$ cat config.mk
export PLATFORM = sky130hd
export DESIGN_NAME = seven_seg_scan_ctrl
export DESIGN_NICKNAME = d
export VERILOG_FILES = /design/src/rtl/seven_seg_scan_ctrl.sv
export SDC_FILE = /design/constraint.sdc
export NUM_CORES = 1
export LEC_CHECK = 0
export CORE_ASPECT_RATIO = 0.7
export CORE_MARGIN = 2
export CORE_UTILIZATION = 40
export CTS_CLUSTER_SIZE = 16
export DETAILED_ROUTE_END_ITERATION = 6
export DONT_BUFFER_PORTS = 1
export SLEW_MARGIN = 20
export SYNTH_ARGS = -nofsm -noshare
export SYNTH_HDL_FRONTEND = slang
export SYNTH_SLANG_ARGS = --single-unit
$ cat constraint.sdc
create_clock -name CLK -period 4.3 [get_ports CLK]
set_input_delay 1.075 -clock CLK [delete_from_list [all_inputs] [get_ports CLK]]
set_output_delay 1.075 -clock CLK [all_outputs]
set_load 0.05 [all_outputs]
$ cat src/rtl/seven_seg_scan_ctrl.sv
// Eight-digit multiplexed seven-segment scanner with a double-buffered load port.
// The display buffer is swapped only when the scan wraps from digit 7 to digit 0.
module seven_seg_scan_ctrl #(
   parameter int DIV_BITS    = 3,
   parameter int BLANK_TICKS = 1
) (
   input  logic        CLK,
   input  logic        Reset,
   input  logic [31:0] Data,
   input  logic [7:0]  DigitEn,
   input  logic [7:0]  DpIn,
   input  logic        LoadReq,
   output logic        LoadAck,
   output logic [7:0]  SevenSegAn,
   output logic [6:0]  SevenSegCat,
   output logic        SevenSegDp,
   output logic [2:0]  DigitIdx
);

   localparam int CW = (BLANK_TICKS > 1) ? $clog2(BLANK_TICKS + 1) : 1;

   typedef enum logic {SHOW, BLANK} state_t;

   state_t              state, state_n;
   logic [DIV_BITS-1:0] pre;
   logic                tick;
   logic [CW-1:0]       bcnt, bcnt_n;
   logic [2:0]          idx_n;
   logic                wrap, transfer, capture;

   logic [31:0] pend_data, act_data, act_data_n;
   logic [7:0]  pend_en, pend_dp, act_en, act_en_n, act_dp, act_dp_n;
   logic        pend_full;

   logic [7:0]  an_n;
   logic [6:0]  cat_n;
   logic        dp_n;

   function automatic logic [6:0] hex_seg(input logic [3:0] v);
      case (v)
         4'h0: hex_seg = 7'h40;
         4'h1: hex_seg = 7'h79;
         4'h2: hex_seg = 7'h24;
         4'h3: hex_seg = 7'h30;
         4'h4: hex_seg = 7'h19;
         4'h5: hex_seg = 7'h12;
         4'h6: hex_seg = 7'h02;
         4'h7: hex_seg = 7'h78;
         4'h8: hex_seg = 7'h00;
         4'h9: hex_seg = 7'h10;
         4'hA: hex_seg = 7'h08;
         4'hB: hex_seg = 7'h03;
         4'hC: hex_seg = 7'h46;
         4'hD: hex_seg = 7'h21;
         4'hE: hex_seg = 7'h06;
         default: hex_seg = 7'h0E;
      endcase
   endfunction

   assign tick = &pre;

   always_comb begin
      state_n = state;
      idx_n   = DigitIdx;
      bcnt_n  = bcnt;
      if (tick) begin
         case (state)
            SHOW: begin
               if (BLANK_TICKS > 0) begin
                  state_n = BLANK;
                  bcnt_n  = CW'(BLANK_TICKS);
               end else begin
                  idx_n = DigitIdx + 3'd1;
               end
            end
            default: begin
               // A zero count (only possible straight out of reset) ends after one tick.
               if (bcnt > CW'(1)) begin
                  bcnt_n = bcnt - CW'(1);
               end else begin
                  state_n = SHOW;
                  idx_n   = DigitIdx + 3'd1;
               end
            end
         endcase
      end
   end

   always_comb begin
      wrap       = (DigitIdx == 3'd7) && (idx_n == 3'd0);
      transfer   = wrap && pend_full;
      act_data_n = transfer ? pend_data : act_data;
      act_en_n   = transfer ? pend_en   : act_en;
      act_dp_n   = transfer ? pend_dp   : act_dp;
      // The ack cycle still sees LoadReq high; it must not be taken as a fresh request.
      capture    = LoadReq && !LoadAck && (!pend_full || transfer);
   end

   // Outputs are derived from next-state values so they line up with the registered state.
   always_comb begin
      an_n  = 8'hFF;
      cat_n = 7'h7F;
      dp_n  = 1'b1;
      if (state_n == SHOW) begin
         an_n  = act_en_n[idx_n] ? ~(8'h01 << idx_n) : 8'hFF;
         cat_n = hex_seg(act_data_n[{idx_n, 2'b00} +: 4]);
         dp_n  = ~act_dp_n[idx_n];
      end
   end

   always_ff @(posedge CLK) begin
      if (!Reset) begin
         pre         <= '0;
         state       <= BLANK;
         bcnt        <= CW'(BLANK_TICKS);
         DigitIdx    <= 3'd7;
         pend_data   <= '0;
         pend_en     <= '0;
         pend_dp     <= '0;
         pend_full   <= 1'b0;
         act_data    <= '0;
         act_en      <= '0;
         act_dp      <= '0;
         LoadAck     <= 1'b0;
         SevenSegAn  <= '1;
         SevenSegCat <= '1;
         SevenSegDp  <= 1'b1;
      end else begin
         pre         <= pre + DIV_BITS'(1);
         state       <= state_n;
         bcnt        <= bcnt_n;
         DigitIdx    <= idx_n;
         act_data    <= act_data_n;
         act_en      <= act_en_n;
         act_dp      <= act_dp_n;
         pend_full   <= capture || (pend_full && !transfer);
         LoadAck     <= capture;
         SevenSegAn  <= an_n;
         SevenSegCat <= cat_n;
         SevenSegDp  <= dp_n;
         if (capture) begin
            pend_data <= Data;
            pend_en   <= DigitEn;
            pend_dp   <= DpIn;
         end
      end
   end

endmodule
======== Word level (Yosys, flattened, before mapping) ========
Memory sizes are Yosys's and may differ from the RTL's. A register that Yosys moved wholly into a read port is not among the register bits.
Cells that the tools add are included.
operators by class
  $add $sub $neg .......................... 3
  $mul .................................... 0
  divide/modulo/power cells ............... 0
  order comparisons ....................... 2
  eq/ne operators ......................... 2
  shift operators ......................... 2
  mux-type cells .......................... 15
  bitwise gates (word level) .............. 4
  reduce and logical (&&, ||, !) cells .... 15
operators with widths
  cell                                                                  number
  32-bit two-way mux                                                    1
  32-bit by 6-bit variable part select with 4-bit output                1
  8-bit two-way mux                                                     2
  3-bit two-way mux                                                     3
  8-bit NOT                                                             1
  1-bit by 3-bit left shift with 8-bit output, first input constant     1
  1-bit two-way mux                                                     7
  3-bit by 1-bit adder with 3-bit output, second input constant         2
  1-bit binary-select mux with 3-bit select                             2
  1-bit logical AND                                                     5
  3-bit by 4-bit < comparator with 1-bit output, second input constant  1
  4-bit AND reduction                                                   1
  3-bit equality test, second input constant                            1
  1-bit zero test                                                       3
  3-bit zero test                                                       1
  1-bit NOT                                                             3
  3-bit AND reduction                                                   1
  3-bit OR reduction                                                    1
  1-bit logical OR                                                      2
  2-bit by 1-bit != test with 1-bit output, second input constant       1
  2-bit OR reduction                                                    1
  1-bit > comparator, second input constant                             1
  1-bit subtractor, second input constant                               1
storage, ports and cells
  register bits after elaboration ......... 115
  latch bits .............................. 0
  bits in writable memories ............... 0
  ROM bits ................................ 112
  bits of input ports ..................... 51
  output and inout bits ................... 20
  word-level logic and storage cells ...... 58
  memories kept ........................... 1
memories
  memory            words  bits a word  read ports  clocked after memory_dff  wr ports  RTL line  text
  (name not given)  16     7            1           1                         0         40        case (v)

======== Logic depth before layout (Yosys ltp) ========
Gate-level depths: netlist of run 1.
  depth after elaboration ................. 12
  mapped depth ............................ 14
  depth with buffers taken out ............ 12

======== Least setup slack after synthesis of run 1 ========
No wires, ideal clock.
  path type ............................... register -> register
  start ................................... register DigitIdx[0]
  end ..................................... register SevenSegCat[3]
  library setup time ...................... 0.120 ns
  data arrival time ....................... 3.259 ns
  data required time ...................... 4.180 ns
  slack ................................... 0.922 ns
  stages on the path, launching flop included .. 13
  buffers on the path ..................... 1
  period minus slack after synthesis ...... 3.378 ns
  path through ............................ dfxtp_1 -> ha_1 -> ha_1 -> and3_4 -> or3_1 -> buf_2 -> nand3_1 -> nand4_1 -> o21ai_1 -> inv_1 -> ha_1 -> mux2_1 -> o31a_1
on the way
  longest elaborated chain between the ends .. 9
  elaborated cells on any way between the ends .. 10
  classes of those cells .................. add/sub: 1; eq/ne: 1; shift: 1; mux: 4; reduce/logical: 3
RTL lines
  what                                                        RTL line  text
  from (decl)                                                 17        output logic [2:0] DigitIdx
  from (signal assigned)                                      132       DigitIdx <= idx_n;
  3-bit by 1-bit adder with 3-bit output                      82        idx_n = DigitIdx + 3'd1;
  3-bit two-way mux                                           78        if (bcnt > CW'(1)) begin
  3-bit two-way mux                                           67        case (state)
  3-bit two-way mux                                           66        if (tick) begin
  3-bit zero test                                             90        wrap = (DigitIdx == 3'd7) && (idx_n == 3'd0);
  1-bit logical AND                                           90
  1-bit logical AND                                           91        transfer = wrap && pend_full;
  32-bit two-way mux                                          92        act_data_n = transfer ? pend_data : act_data;
  32-bit by 6-bit variable part select with 4-bit output (*)  106       cat_n = hex_seg(act_data_n[{idx_n, 2'b00} +: 4]);
  to (decl)                                                   15        output logic [6:0] SevenSegCat,
Mark *: on every way between the ends. The rest lies on a longest branch, timed or not.
A chain may end at the register's enable or synchronous reset.

======== Worst setup path after layout of run 1 ========
  start ................................... register DigitIdx[1]
  end ..................................... register SevenSegCat[3]
Same word-level chain as after synthesis.

==> summary.txt, run 1 <==
LAYOUT
----------------------------------------------------------------------------------
Final core occ                                                               46.5%
Number of filler instances in the final layout                                1173
Number of nets at the end of the flow                                          621
Filler-free cell count of the finished design                                  734
Growth of design area from synthesis to finish                               14.3%
Commonest cells after routing, fill and taps aside                    nand2_1, dfxtp_1, a21boi_1
Most common cell after layout, fill and taps aside                         nand2_1
Diodes inserted                                                                  0
Fraction of final layout cells with drive strength greater than 1            9.27%

FLOORPLANNING
----------------------------------------------------------------------------------
Number of placement rows                                                        34
Die Ht                                                                     97.7 um
Starting density of the core                                                 40.7%
Die area                                                              0.0135 sq mm
Core Area                                                             0.0123 sq mm
I/O pin cnt                                                                     71
DIE WIDTH                                                                   138 um

SYNTH
----------------------------------------------------------------------------------
Combined area of all synthesized cells                                0.00502 sq mm
Distinct cell type count after synthesis                                        52
Portion of the post-synthesis area used by sequential elements               48.3%
Number of synthesis warnings                                                     0
Syn Inst Count                                                                 568
Mux share of post-synthesis cell area                                        4.02%
Synthesized flop and latch total                                               121
Most frequently used flop master after synthesis                           dfxtp_1
Share of synthesized cell area in and, or, nand and nor gates                20.3%
Synthesized area per cell                                               8.83 sq um
Largest family of logic cells by synthesized area                     compound AO/OA/AOI/OAI gates
Number of synthesized flops with an enable pin                                   0
Number of nets produced by synthesis                                           629
Area fraction in compound gates after synthesis                              21.0%
Xor/xnor share of the synthesized area                                          0%
Fraction of registers with async set/reset                                      0%
Area share of fa/ha/maj cells after synthesis                                2.49%

CLOCK TREE
----------------------------------------------------------------------------------
Hold buffer count at cts                                                         0
Number of clock sinks seen by CTS                                              121
Library cell used as clock root buffer                                   clkbuf_16
Clock latency on the worst-skew pair                                       0.41 ns
Post-CTS setup-driven buffer insertion count                                     0
Deepest clock path buffer count                                                  2
CTS H-tree lvls                                                                  4
Number of gates resized after cts                                                0
Number of buffers created by CTS                                                17
Clk slew on worst S/H paths                                                0.05 ns
Clock tree from TritonCTS                                                    built

TIMING
----------------------------------------------------------------------------------
Hold violation count in the final report                                         0
Unrepaired setup endpoints after global routing                              false
Worst hold slack                                                          0.421 ns
Max Slew Vio Count                                                               0
Peak clock frequency supported by timing                                   284 MHz
Tightest slew margin relative to the limit                                   56.2%
Time the final worst path needs with I/O delays and setup                  3.52 ns
Setup violations, final                                                          0
Crit share post-route                                                        81.8%
Setup TNS after final layout                                                  0 ns
Pin slew with the least headroom to its limit                             0.657 ns
Fin Clk Skew                                                            0.00855 ns

PLACE
----------------------------------------------------------------------------------
Placed Instances                                                               703
Detailed placer's ending HPWL                                              7580 um
Routability congestion estimate from global placement                        0.779
PortBufs                                                                         0

PWR
----------------------------------------------------------------------------------
Net switching power figure                                              0.000557 W
Power density over the cells                                           467 mW/mm^2
Gate power share                                                              3.6%
Clock network fraction of total power                                        52.4%
Power consumption                                                        0.00268 W
VDD IR max                                                                0.258 mV
P_int                                                                    0.00212 W
Relative contribution of sequential cells to total power                     43.9%
Sw frac                                                                      20.8%
Standby leakage power                                                      2.11 nW

ROUTE
----------------------------------------------------------------------------------
DRT iter0 DRCs                                                                 273
Total vias in the final route                                                 3851
Count of unresolved DRC violations after routing                                 0
Via density per instance                                                      5.25
Sum of routed wire length over all layers                                 11200 um
Number of iterations in the first detailed-routing pass                          5
Remaining number of nets flagged by the antenna check after routing              0
Routed len/inst                                                            15.3 um

GLOBAL ROUTE
----------------------------------------------------------------------------------
Vias in the first global route                                                3692
Initial antenna violation count                                                  0
Global-route wire length before repair                                    18400 um
Pin count of the biggest net entering global routing                           106
GRT Overall Usage                                                            17.6%
Remaining global-route overflow                                                  0

FLOW RUN
----------------------------------------------------------------------------------
Max cap viols                                                                    0

WORST SETUP PATH
----------------------------------------------------------------------------------
Data required time at the worst endpoint                                   4.59 ns
Arrival time of the worst setup path                                       3.81 ns
Type of origin of the critical path                                      flip-flop
Type of element capturing the critical path                              flip-flop
Type of the worst setup path                                          flip-flop to flip-flop
Critical path fanouts, max                                                       8

STATUS
----------------------------------------------------------------------------------
Run status                                                            complete, no violations

HOLD PATH
----------------------------------------------------------------------------------
Worst hold-check path type                                            flip-flop to flip-flop

-- state kept, by name (all words and copies together) (netlist names) --
signal,count
pend_en,8
DigitIdx,3
act_en,8
SevenSegAn,8
SevenSegCat,7
pend_dp,8
LoadAck,1
pend_full,1
pre,3
pend_data,32
act_data,32
act_dp,8
state,1
SevenSegDp,1
-- power groups by stage --
stage | registers [W] | logic [W] | clock network (W)
after floorplan | 0.00119 | 0.0000875 | 0
after global placement | 0.00120 | 0.0000967 | 0
after detailed placement | 0.00120 | 0.0000994 | 0
after CTS | 0.00118 | 0.0000995 | 0.00143
after global routing | 0.00118 | 0.000111 | 0.00147
final | 0.00118 | 0.0000977 | 0.00140
-- worst max-delay path, cell delays in order (launching register included) --
cell	delay [ns]
dfxtp_1	0.29
buf_4	0.20
ha_1	0.21
ha_1	0.27
and3_4	0.20
or3_1	0.54
nand3_1	0.15
nand4_1	0.09
o21ai_1	0.49
inv_1	0.16
ha_1	0.27
mux2_1	0.30
o31a_1	0.24
-- through the flow --
step / setup slack, ns / instance area [sq um]
floorplan: 0.922 / 5020
CTS: 0.804 / 5730
detailed placement: 0.825 / 5140
global route: 0.586 / 5730
global placement: 0.957 / 5140
finish: 0.781 / 5730
-- layer usage --
| layer | wire [um] | vias up | GRT usage (%) |
|---|---|---|---|
| met3 | 785 | 8 | 5.63 |
| met1 | 5630 | 1834 | 25.5 |
| li1 | - | 1906 | - |
| met2 | 4700 | 103 | 24.9 |
| met5 | 0 | - | 0 |
| met4 | 91 | 0 | 5.26 |
-- logic make-up (layout without fill, tap and decap cells) --
kind of cell | after synthesis | in the layout
muxes | 20 | 20
buffers and inverters | 43 | 47
and+or+nand+nor | 241 | 241
AOI/OAI and AO/OA | 133 | 133
adders and majority gates | 10 | 10
DFF | 121 | 121
-- cells in the mapped netlist, drive strengths merged (3+ instances only) --
cell	number	area share (%)
a211oi	3	0.55
dfxtp	121	48
o21ai	4	0.40
nor2b	14	1.7
nand3	7	0.70
mux2i	19	3.8
a22oi	12	1.8
inv	3	0.22
nand2b	3	0.37
clkbuf	24	1.8
nor2	4	0.30
a31o	3	0.52
ha	10	2.5
a21boi	87	13
a221oi	6	1.2
a22o	3	0.52
buf	15	1.8
and2	4	0.50
nand2	195	15
and3	5	0.72
-- final cells by class --
class | instances | area (sq um) | share of cell area [%]
flip-flops and latches | 121 | 2420 | 42.3
multi-input cells | 404 | 2410 | 42.1
clock buffers | 24 | 502 | 8.75
well taps | 162 | 203 | 3.54
clock inverters | 7 | 90.1 | 1.57
repair buffers | 12 | 90.1 | 1.57
inverters | 4 | 15.0 | 0.262
-- path summary, 6_finish.rpt --
kind / startpoint / endpoint / slack [ns] / cells past startpoint
max: DigitIdx[1] / SevenSegCat[3] / 0.78 / 12
min: pre[0] / pre[0] / 0.42 / 1
max reg2reg: DigitIdx[1] / SevenSegCat[3] / 0.78 / 12
min reg2reg: pre[0] / pre[0] / 0.42 / 1
Note: power is estimated with default switching activity, not from simulation.
==> inputs of run 2 (changes only) <==
- clock period: 4.3 -> 3.25 ns (I/O delays scaled with it)
==> run 2 against run 1 <==
Compared with the run above:
- sequential share of layout area shrank 0.93 points
- setup slack lost 0.59 ns
- utilization up 1.1 points
- hold slack better by 0.0090 ns
- first-iteration DRC count down 14%
- largest power group unchanged
==> summary.txt, run 2 (synthesized netlist as in run 1, its figures left out) <==
PWR
----------------------------------------------------------------------------------
Power consumption                                                        0.00376 W   +40%
Power density over the cells                                           640 mW/mm^2   +37%
VDD IR max                                                                0.434 mV   +68%
Standby leakage power                                                      2.17 nW   +2.8%

PLACE
----------------------------------------------------------------------------------
PortBufs                                                                         0   unchanged
Detailed placer's ending HPWL                                              7930 um   +4.6%
Routability congestion estimate from global placement                        0.826   +6.1%

HOLD PATH
----------------------------------------------------------------------------------
Worst hold-check path type                                            flip-flop to flip-flop
Hold depth                                                                       1   unchanged

CLOCK TREE
----------------------------------------------------------------------------------
Clock latency on the worst-skew pair                                       0.40 ns   about the same
CTS H-tree lvls                                                                  4   unchanged
Clk slew on worst S/H paths                                                0.05 ns   about the same
Hold buffer count at cts                                                         0   unchanged
Number of buffers created by CTS                                                17   unchanged
Deepest clock path buffer count                                                  2   unchanged
Number of clock sinks seen by CTS                                              121   unchanged
Clock tree from TritonCTS                                                    built
Library cell used as clock root buffer                                   clkbuf_16

ROUTE
----------------------------------------------------------------------------------
DRT iter0 DRCs                                                                 236   -14%
Number of iterations in the first detailed-routing pass                          5   unchanged
Total vias in the final route                                                 3854   +0.078%
Via density per instance                                                      5.21   -0.73%
Routed len/inst                                                            15.5 um   +1.8%
Sum of routed wire length over all layers                                 11500 um   +2.7%
Count of unresolved DRC violations after routing                                 0   unchanged
Remaining number of nets flagged by the antenna check after routing              0   unchanged

WORST SETUP PATH
----------------------------------------------------------------------------------
Critical path fanouts, max                                                       6   -2
Type of element capturing the critical path                              flip-flop
Arrival time of the worst setup path                                       3.35 ns   -0.46 ns
Data required time at the worst endpoint                                   3.55 ns   -1.04 ns
R2r setup slk                                                              0.19 ns   -0.59 ns
R2R depth                                                                       11   -1
Type of origin of the critical path                                      flip-flop
Type of the worst setup path                                          flip-flop to flip-flop

LAYOUT
----------------------------------------------------------------------------------
Fraction of final layout cells with drive strength greater than 1            11.1%   +1.8 points
Diodes inserted                                                                  0   unchanged
Growth of design area from synthesis to finish                               17.0%
Most common cell after layout, fill and taps aside                         nand2_1
Biggest regs                                                          act_data: 32 flops, pend_data: 32 flops
Number of nets at the end of the flow                                          627   +0.97%
Commonest cells after routing, fill and taps aside                    nand2_1, dfxtp_1, a21boi_1

FLOORPLANNING
----------------------------------------------------------------------------------
Starting density of the core                                                 40.7%   unchanged
Die Ht                                                                     97.7 um   unchanged
Core Area                                                             0.0123 sq mm   unchanged
Number of placement rows                                                        34   unchanged
I/O pin cnt                                                                     71   unchanged
Die area                                                              0.0135 sq mm   unchanged
DIE WIDTH                                                                   138 um   unchanged

GLOBAL ROUTE
----------------------------------------------------------------------------------
Pin count of the biggest net entering global routing                           106   unchanged
Vias in the first global route                                                3766   +2.0%
Global-route wire length before repair                                    19200 um   +4.1%
GRT Overall Usage                                                            18.6%   +0.98 points
Remaining global-route overflow                                                  0   unchanged
Initial antenna violation count                                                  0   unchanged

TIMING
----------------------------------------------------------------------------------
Hold violation count in the final report                                         0   unchanged
Fin Clk Skew                                                            0.00723 ns   -0.00132 ns
Setup violations, final                                                          0   unchanged
Unrepaired setup endpoints after global routing                              false
Time the final worst path needs with I/O delays and setup                  3.06 ns   -0.461 ns
Tightest slew margin relative to the limit                                   55.7%   -0.45 points
Max Slew Vio Count                                                               0   unchanged
Peak clock frequency supported by timing                                   327 MHz   +15%
Setup TNS after final layout                                                  0 ns   unchanged
Crit share post-route                                                        94.1%   +12 points
Pin slew with the least headroom to its limit                             0.664 ns   +0.00672 ns

FLOW RUN
----------------------------------------------------------------------------------
Max cap viols                                                                    0   unchanged

STATUS
----------------------------------------------------------------------------------
Run status                                                            complete, no violations

==> run 2: through the flow <==
step                      worst slack [ns]  cell area [sq um]  hold slack [ns]  util [%]  cells
after floorplan                      0.114               5020            0.398         -    568
after global placement               0.154               5190            0.408      42.0    707
after detailed placement            0.0116               5190            0.424      42.0    707
after CTS                           0.0506               5840            0.431      47.4    738
after global routing                0.0282               5870            0.465      47.6    740
final                                0.193               5870            0.430      47.6    740
==> run 2: worst paths after layout <==
kind          startpoint              to
min reg2reg       pre[0]          pre[0]
min               pre[0]          pre[0]
max          DigitIdx[0]  SevenSegCat[3]
max reg2reg  DigitIdx[0]  SevenSegCat[3]
==> run 2: worst max-delay path, stage by stage, from the launching register on <==
cell and delay, ns:
dfxtp_2 0.32, ha_1 0.22, ha_1 0.28, and3_4 0.21
or3_1 0.42, nand3_1 0.12, nand4_1 0.11, o21ai_2 0.33
inv_1 0.14, ha_1 0.27, mux2_1 0.30, o31a_1 0.23
==> run 2: timing repair <==
| action | in CTS | in global routing |
|---|---|---|
| setup buffers | 0 | 2 |
| pin swaps | 0 | 1 |
| gates cloned | 0 | 0 |
| setup endpoints to repair | 1 | 5 |
| gates resized for setup | 1 | 3 |
==> run 2: area by class of cell <==
type	count	area (sq um)
inverters	4	15.0
repair buffers	18	148
clock inverters	7	163
multi-input cells	404	2420
clock buffers	24	492
flip-flops and latches	121	2420
fillers	1169	6470
well taps	162	203
==> run 2: layer usage <==
metal | share of wire (%) | global-route usage, %
met3 | 6.1 | 5.16
met4 | 1.0 | 6.12
met1 | 50 | 27.4
met2 | 43 | 26.0
met5 | 0 | 0
==> run 2: report_power, final <==
| group | total [W] | internal, W | switching (W) | leakage (nW) |
|---|---|---|---|---|
| sequential | 0.00156 | 0.00153 | 0.0000304 | 0.982 |
| clock | 0.00207 | 0.00144 | 0.000630 | 0.317 |
| combinational | 0.000132 | 0.0000574 | 0.0000749 | 0.870 |
==> RTL change 1: new RTL, settings of run 1 <==
Remove the register `SevenSegDp`: a continuous assignment takes its place, so the output `SevenSegDp` follows one clock earlier.
--- a/src/rtl/seven_seg_scan_ctrl.sv
+++ b/src/rtl/seven_seg_scan_ctrl.sv
@@ -125,5 +125,4 @@
          SevenSegAn  <= '1;
          SevenSegCat <= '1;
-         SevenSegDp  <= 1'b1;
       end else begin
          pre         <= pre + DIV_BITS'(1);
@@ -138,5 +137,4 @@
          SevenSegAn  <= an_n;
          SevenSegCat <= cat_n;
-         SevenSegDp  <= dp_n;
          if (capture) begin
             pend_data <= Data;
@@ -147,3 +145,5 @@
    end
 
+   assign SevenSegDp = dp_n;
+
 endmodule
Function: changed (Yosys sat finds a counterexample within 10 cycles, from zero or initial values and one cycle with Reset low).
==> RTL change 1 against run 1 <==
Combinational power is 7.7% lower. Design area shrank 0.13%. Clock skew fell by 0.0012 ns. First-iteration DRC count shrank 35%. Setup slack worse by 0.52 ns. Sequential cell count is 1 lower. Routed wire length increased by 0.48%. Area after synthesis decreased by 0.40%. Total power is 1.2% lower. Largest cell class is now multi-input gates. Highest routed layer unchanged.
==> RTL change 1: results (changes against run 1) <==
Mapped Nets=630 (was 629); post-synthesis sequential area ratio=48.1% (was 48.3%); first-pass GRT wire length=18400 um (about the same); Post-DP HPWL=7460 um (was 7580 um); max_slew headroom=35.4% (was 56.2%); DRT iter0 DRCs=177 (was 273); Min-Delay Path Class=reg -> reg (unchanged); leakage=0.00203 uW (was 0.00211 uW); hold_ws=0.430 ns (was 0.421 ns); DR vias=3843 (was 3851); Final #Nets=622 (was 621); Synth top cells by count=198 x nand2_1, 120 x dfxtp_1, 48 x a21boi_0 (was 194 x nand2_1, 121 x dfxtp_1, 84 x a21boi_1); outcome=finished clean (unchanged); First-pass DRT Iterations=4 (was 5); WL final=11300 um (was 11200 um); layout cell share with drive strength beyond 1=9.60% (was 9.27%); Slowest cell on crit path=a2111oi_4 (was or3_1); total global-route track usage=17.8% (was 17.6%); Worst Setup EP=SevenSegDp (was SevenSegCat[3]); Worst path max stage delay=0.52 ns (was 0.54 ns); Worst R2R Start=pre[0] (was DigitIdx[1]); gpl congestion=0.782 (was 0.779); synth top area cells=dfxtp_1 48%, nand2_1 15%, a21boi_0 7.2% (was dfxtp_1 48%, nand2_1 15%, a21boi_1 13%); fillcell total=1175 (was 1173); reg-to-reg critical path endpoint=SevenSegCat[0] (was SevenSegCat[3]); maximum vdd drop=0.321 mV (was 0.258 mV); CP arrival=2.97 ns (was 3.81 ns); number of global-route vias before repair=3620 (was 3692); clk_skew=0.00737 ns (was 0.00855 ns)
RTL change 1: cell types whose count changed after synthesis, moves of 3 or more:
cell      change
a21boi_1     -44
nand2_1       +4
a21boi_0     +45
inv_1         +3
a221o_1       +4
mux2i_1       -3
RTL change 1: worst min path at each step:
stage | end | startpoint
after global routing | pre[0] | pre[0]
after CTS | pre[0] | pre[0]
final | pre[0] | pre[0]
after detailed placement | pre[0] | pre[0]
after floorplan | pre[0] | pre[0]
after global placement | pre[0] | pre[0]
RTL change 1: area by class of cell:
| cell class | instances | area [um^2] | area share, % |
|---|---|---|---|
| Inverter | 6 | 22.5 | 0.393 |
| Clock inverter | 8 | 95.1 | 1.66 |
| Tap cell | 162 | 203 | 3.54 |
| Multi-Input combinational cell | 404 | 2410 | 42.1 |
| Clock buffer | 23 | 488 | 8.52 |
| Timing Repair Buffer | 12 | 104 | 1.81 |
| Sequential cell | 120 | 2400 | 42.0 |
RTL change 1: logic make-up after synthesis:
group	count (synthesis)	synth area share [%]
AO/OA/AOI/OAI	135	21.6
XOR/XNOR	1	0.175
adder cells (fa/ha/maj)	10	2.50
buffers and inverters	45	3.98
flip-flops	120	48.1
multiplexers	16	3.21
AND/OR/NAND/NOR	242	20.4
RTL change 1: routing by layer:
layer,global-route usage (%),vias up,routed length (um)
met2,25.6,92,4720
met3,4.90,22,573
met5,0,-,0
li1,-,1912,-
met1,25.0,1817,5750
met4,7.45,0,214
RTL change 1: where the power goes:
part | switching, uW | total (uW) | internal (uW)
clock | 483 | 1390 | 906
combinational | 52.6 | 90.2 | 37.7
sequential | 21.9 | 1170 | 1150
RTL change 1: worst reg2reg max path, stage by stage, from the launching register on:
cell and delay (ns):
dfxtp_1 0.33, ha_1 0.15, ha_2 0.27, nand4b_1 0.24
a2111oi_4 0.52, buf_6 0.24, nand2_1 0.08, and3_1 0.19
a31oi_2 0.38, inv_1 0.16, ha_1 0.29, nor2_1 0.16
nand4_1 0.11, o41a_1 0.15, o311a_1 0.12
RTL change 1: what timing repair did:
action,CTS,global route
resized for setup,0,2
setup endpoints to repair,0,1
setup buffers,0,1
RTL change 1: metrics by stage:
step / instance area [um^2] / power [uW] / instances / setup WS, ns / utilization [%]
6_report: 5730 / 2650 / 735 / 0.258 / 46.6
5_1_grt: 5730 / 2740 / 735 / 0.0115 / 46.6
4_1_cts: 5710 / 2680 / 733 / 0.00652 / 46.4
3_5_place_dp: 5120 / 1280 / 702 / 0.455 / 41.7
3_3_place_gp: 5120 / 1280 / 702 / 0.510 / 41.7
2_1_floorplan: 5000 / 1270 / 569 / 0.173 / -
==> RTL change 2: new RTL, flow settings as in run 1 <==
Without the edit above. Set the parameter `DIV_BITS` to 5 (it was 3).
--- a/src/rtl/seven_seg_scan_ctrl.sv
+++ b/src/rtl/seven_seg_scan_ctrl.sv
@@ -2,5 +2,5 @@
 // The display buffer is swapped only when the scan wraps from digit 7 to digit 0.
 module seven_seg_scan_ctrl #(
-   parameter int DIV_BITS    = 3,
+   parameter int DIV_BITS    = 5,
    parameter int BLANK_TICKS = 1
 ) (
Function: changed (a bounded check fails within 10 cycles, from zero or initial values and one cycle with Reset low).
==> RTL change 2 against run 1 <==
Total power is 3.0% lower. Design area increased by 1.0%. Critical endpoint unchanged. Area after synthesis increased by 1.1%. Setup slack worse by 0.15 ns. Critical path type unchanged. Clock power shrank 5%. Cell count up 1.9%. Hold slack gained 0.040 ns. Highest routed layer unchanged. Via count decreased by 0.60%. Sequential cell count up 2. Utilization increased by 0.33 points. Global-route usage up 0.53 points. Routed wire length grew 4.3%.
==> RTL change 2: results (changes against run 1) <==
leakage=0.00202 uW (was 0.00211 uW); vias per cell=5.12 (was 5.25); max_slew headroom=55.1% (was 56.2%); First-pass DRT Iterations=4 (was 5); post-synth cell types=46 (was 52); post-synthesis sequential area ratio=48.5% (was 48.3%); Port Buffer Count=0 (unchanged); gpl congestion=0.797 (was 0.779); Diodes inserted=0 (unchanged); pin count of the biggest net entering global routing=108 (was 106); delay-heaviest family, CP=compound AO/OA/AOI/OAI gates (was simple AND/OR/NAND/NOR gates); total global-route track usage=18.2% (was 17.6%); layout cell share with drive strength beyond 1=9.04% (was 9.27%); Num CTS Buffers=17 (unchanged); Slowest cell on crit path=a2111oi_4 (was or3_1); setup repair bufs after CTS=0 (unchanged); Worst path max stage delay=0.44 ns (was 0.54 ns); number of global-route vias before repair=3782 (was 3692); worst skew pair latency=0.42 ns; post_cts resized=0 (unchanged); Final #Nets=634 (was 621); Worst-path clk slew=0.06 ns; number of H-tree levels=4 (unchanged); outcome=finished clean (unchanged); Worst Path Max Fanout=9 (was 8); Routed WL per cell=15.6 um (was 15.3 um); CP arrival=3.95 ns (was 3.81 ns); initial antenna violation count=0 (unchanged); Post-DP HPWL=8040 um (was 7580 um); clk_skew=0.00622 ns (was 0.00855 ns); Synth top cells by count=195 x nand2_1, 123 x dfxtp_1, 87 x a21boi_0 (was 194 x nand2_1, 121 x dfxtp_1, 84 x a21boi_1); Mapped Nets=640 (was 629); fillcell total=1183 (was 1173); async set or reset register ratio after synthesis=0% (unchanged); first-pass GRT wire length=19500 um (was 18400 um); Ys Warns=0 (unchanged); root cell of the clock tree=clkbuf_16 (unchanged); synth top area cells=dfxtp_1 49%, nand2_1 14%, a21boi_0 13% (was dfxtp_1 48%, nand2_1 15%, a21boi_1 13%); maximum vdd drop=0.295 mV (was 0.258 mV); DRT iter0 DRCs=235 (was 273); Min-Delay Path Class=reg -> reg (unchanged); largest registers=act_data x32, pend_data x32 (unchanged)
-- RTL change 2: routing by layer --
metal | routed length (um) | track usage (%)
met5 | 0 | 0
met4 | 127 | 7.06
met1 | 6170 | 25.5
met2 | 4790 | 26.1
met3 | 605 | 5.64
-- RTL change 2: layout make-up --
type	count	area, um^2	area share [%]
sequential	123	2460	42.5
multi-input combinational	413	2440	42.1
clock buffer	18	429	7.41
tap	162	203	3.50
clock inverter	14	125	2.16
timing repair buffer	14	118	2.03
inverter	4	15.0	0.259
-- RTL change 2: final timing paths --
path / startpoint / to / slack, ns / cells past startpoint
min reg2reg: pend_data[25] / pend_data[25] / 0.46 / 2
max reg2reg: pre[0] / SevenSegCat[3] / 0.64 / 13
min: pend_data[25] / pend_data[25] / 0.46 / 2
max: pre[0] / SevenSegCat[3] / 0.64 / 13
-- RTL change 2: cell families (layout without fill, tap and decap cells) --
kind of cell | count (synthesis) | in the layout | share of synthesized area (%)
and+or+nand+nor | 246 | 246 | 20.4
adders and majority gates | 10 | 10 | 2.47
buffers and inverters | 43 | 50 | 3.48
DFF | 123 | 123 | 48.5
muxes | 17 | 17 | 3.38
AOI/OAI and AO/OA | 137 | 137 | 21.2
xor gates and xnor gates | 3 | 3 | 0.518
-- RTL change 2: through the flow --
step | area (um^2) | hold WS (ns) | power [uW] | worst slack (ns) | std cells
finish | 5790 | 0.461 | 2600 | 0.635 | 748
global route | 5790 | 0.482 | 2700 | 0.330 | 748
CTS | 5790 | 0.464 | 2620 | 0.688 | 748
detailed placement | 5240 | 0.455 | 1300 | 0.688 | 716
global placement | 5240 | 0.430 | 1290 | 0.845 | 716
floorplan | 5070 | 0.421 | 1280 | 0.973 | 579
-- RTL change 2: power by group --
part           total, uW  switching (uW)  internal (uW)
Clock               1330             533            794
Sequential          1190            20.4           1170
Combinational       78.5            43.4           35.0
-- RTL change 2: worst min-delay path, stage by stage (launching register included) --
cell and delay, ns:
dfxtp_1 0.31, nand2_1 0.04, a21boi_0 0.06
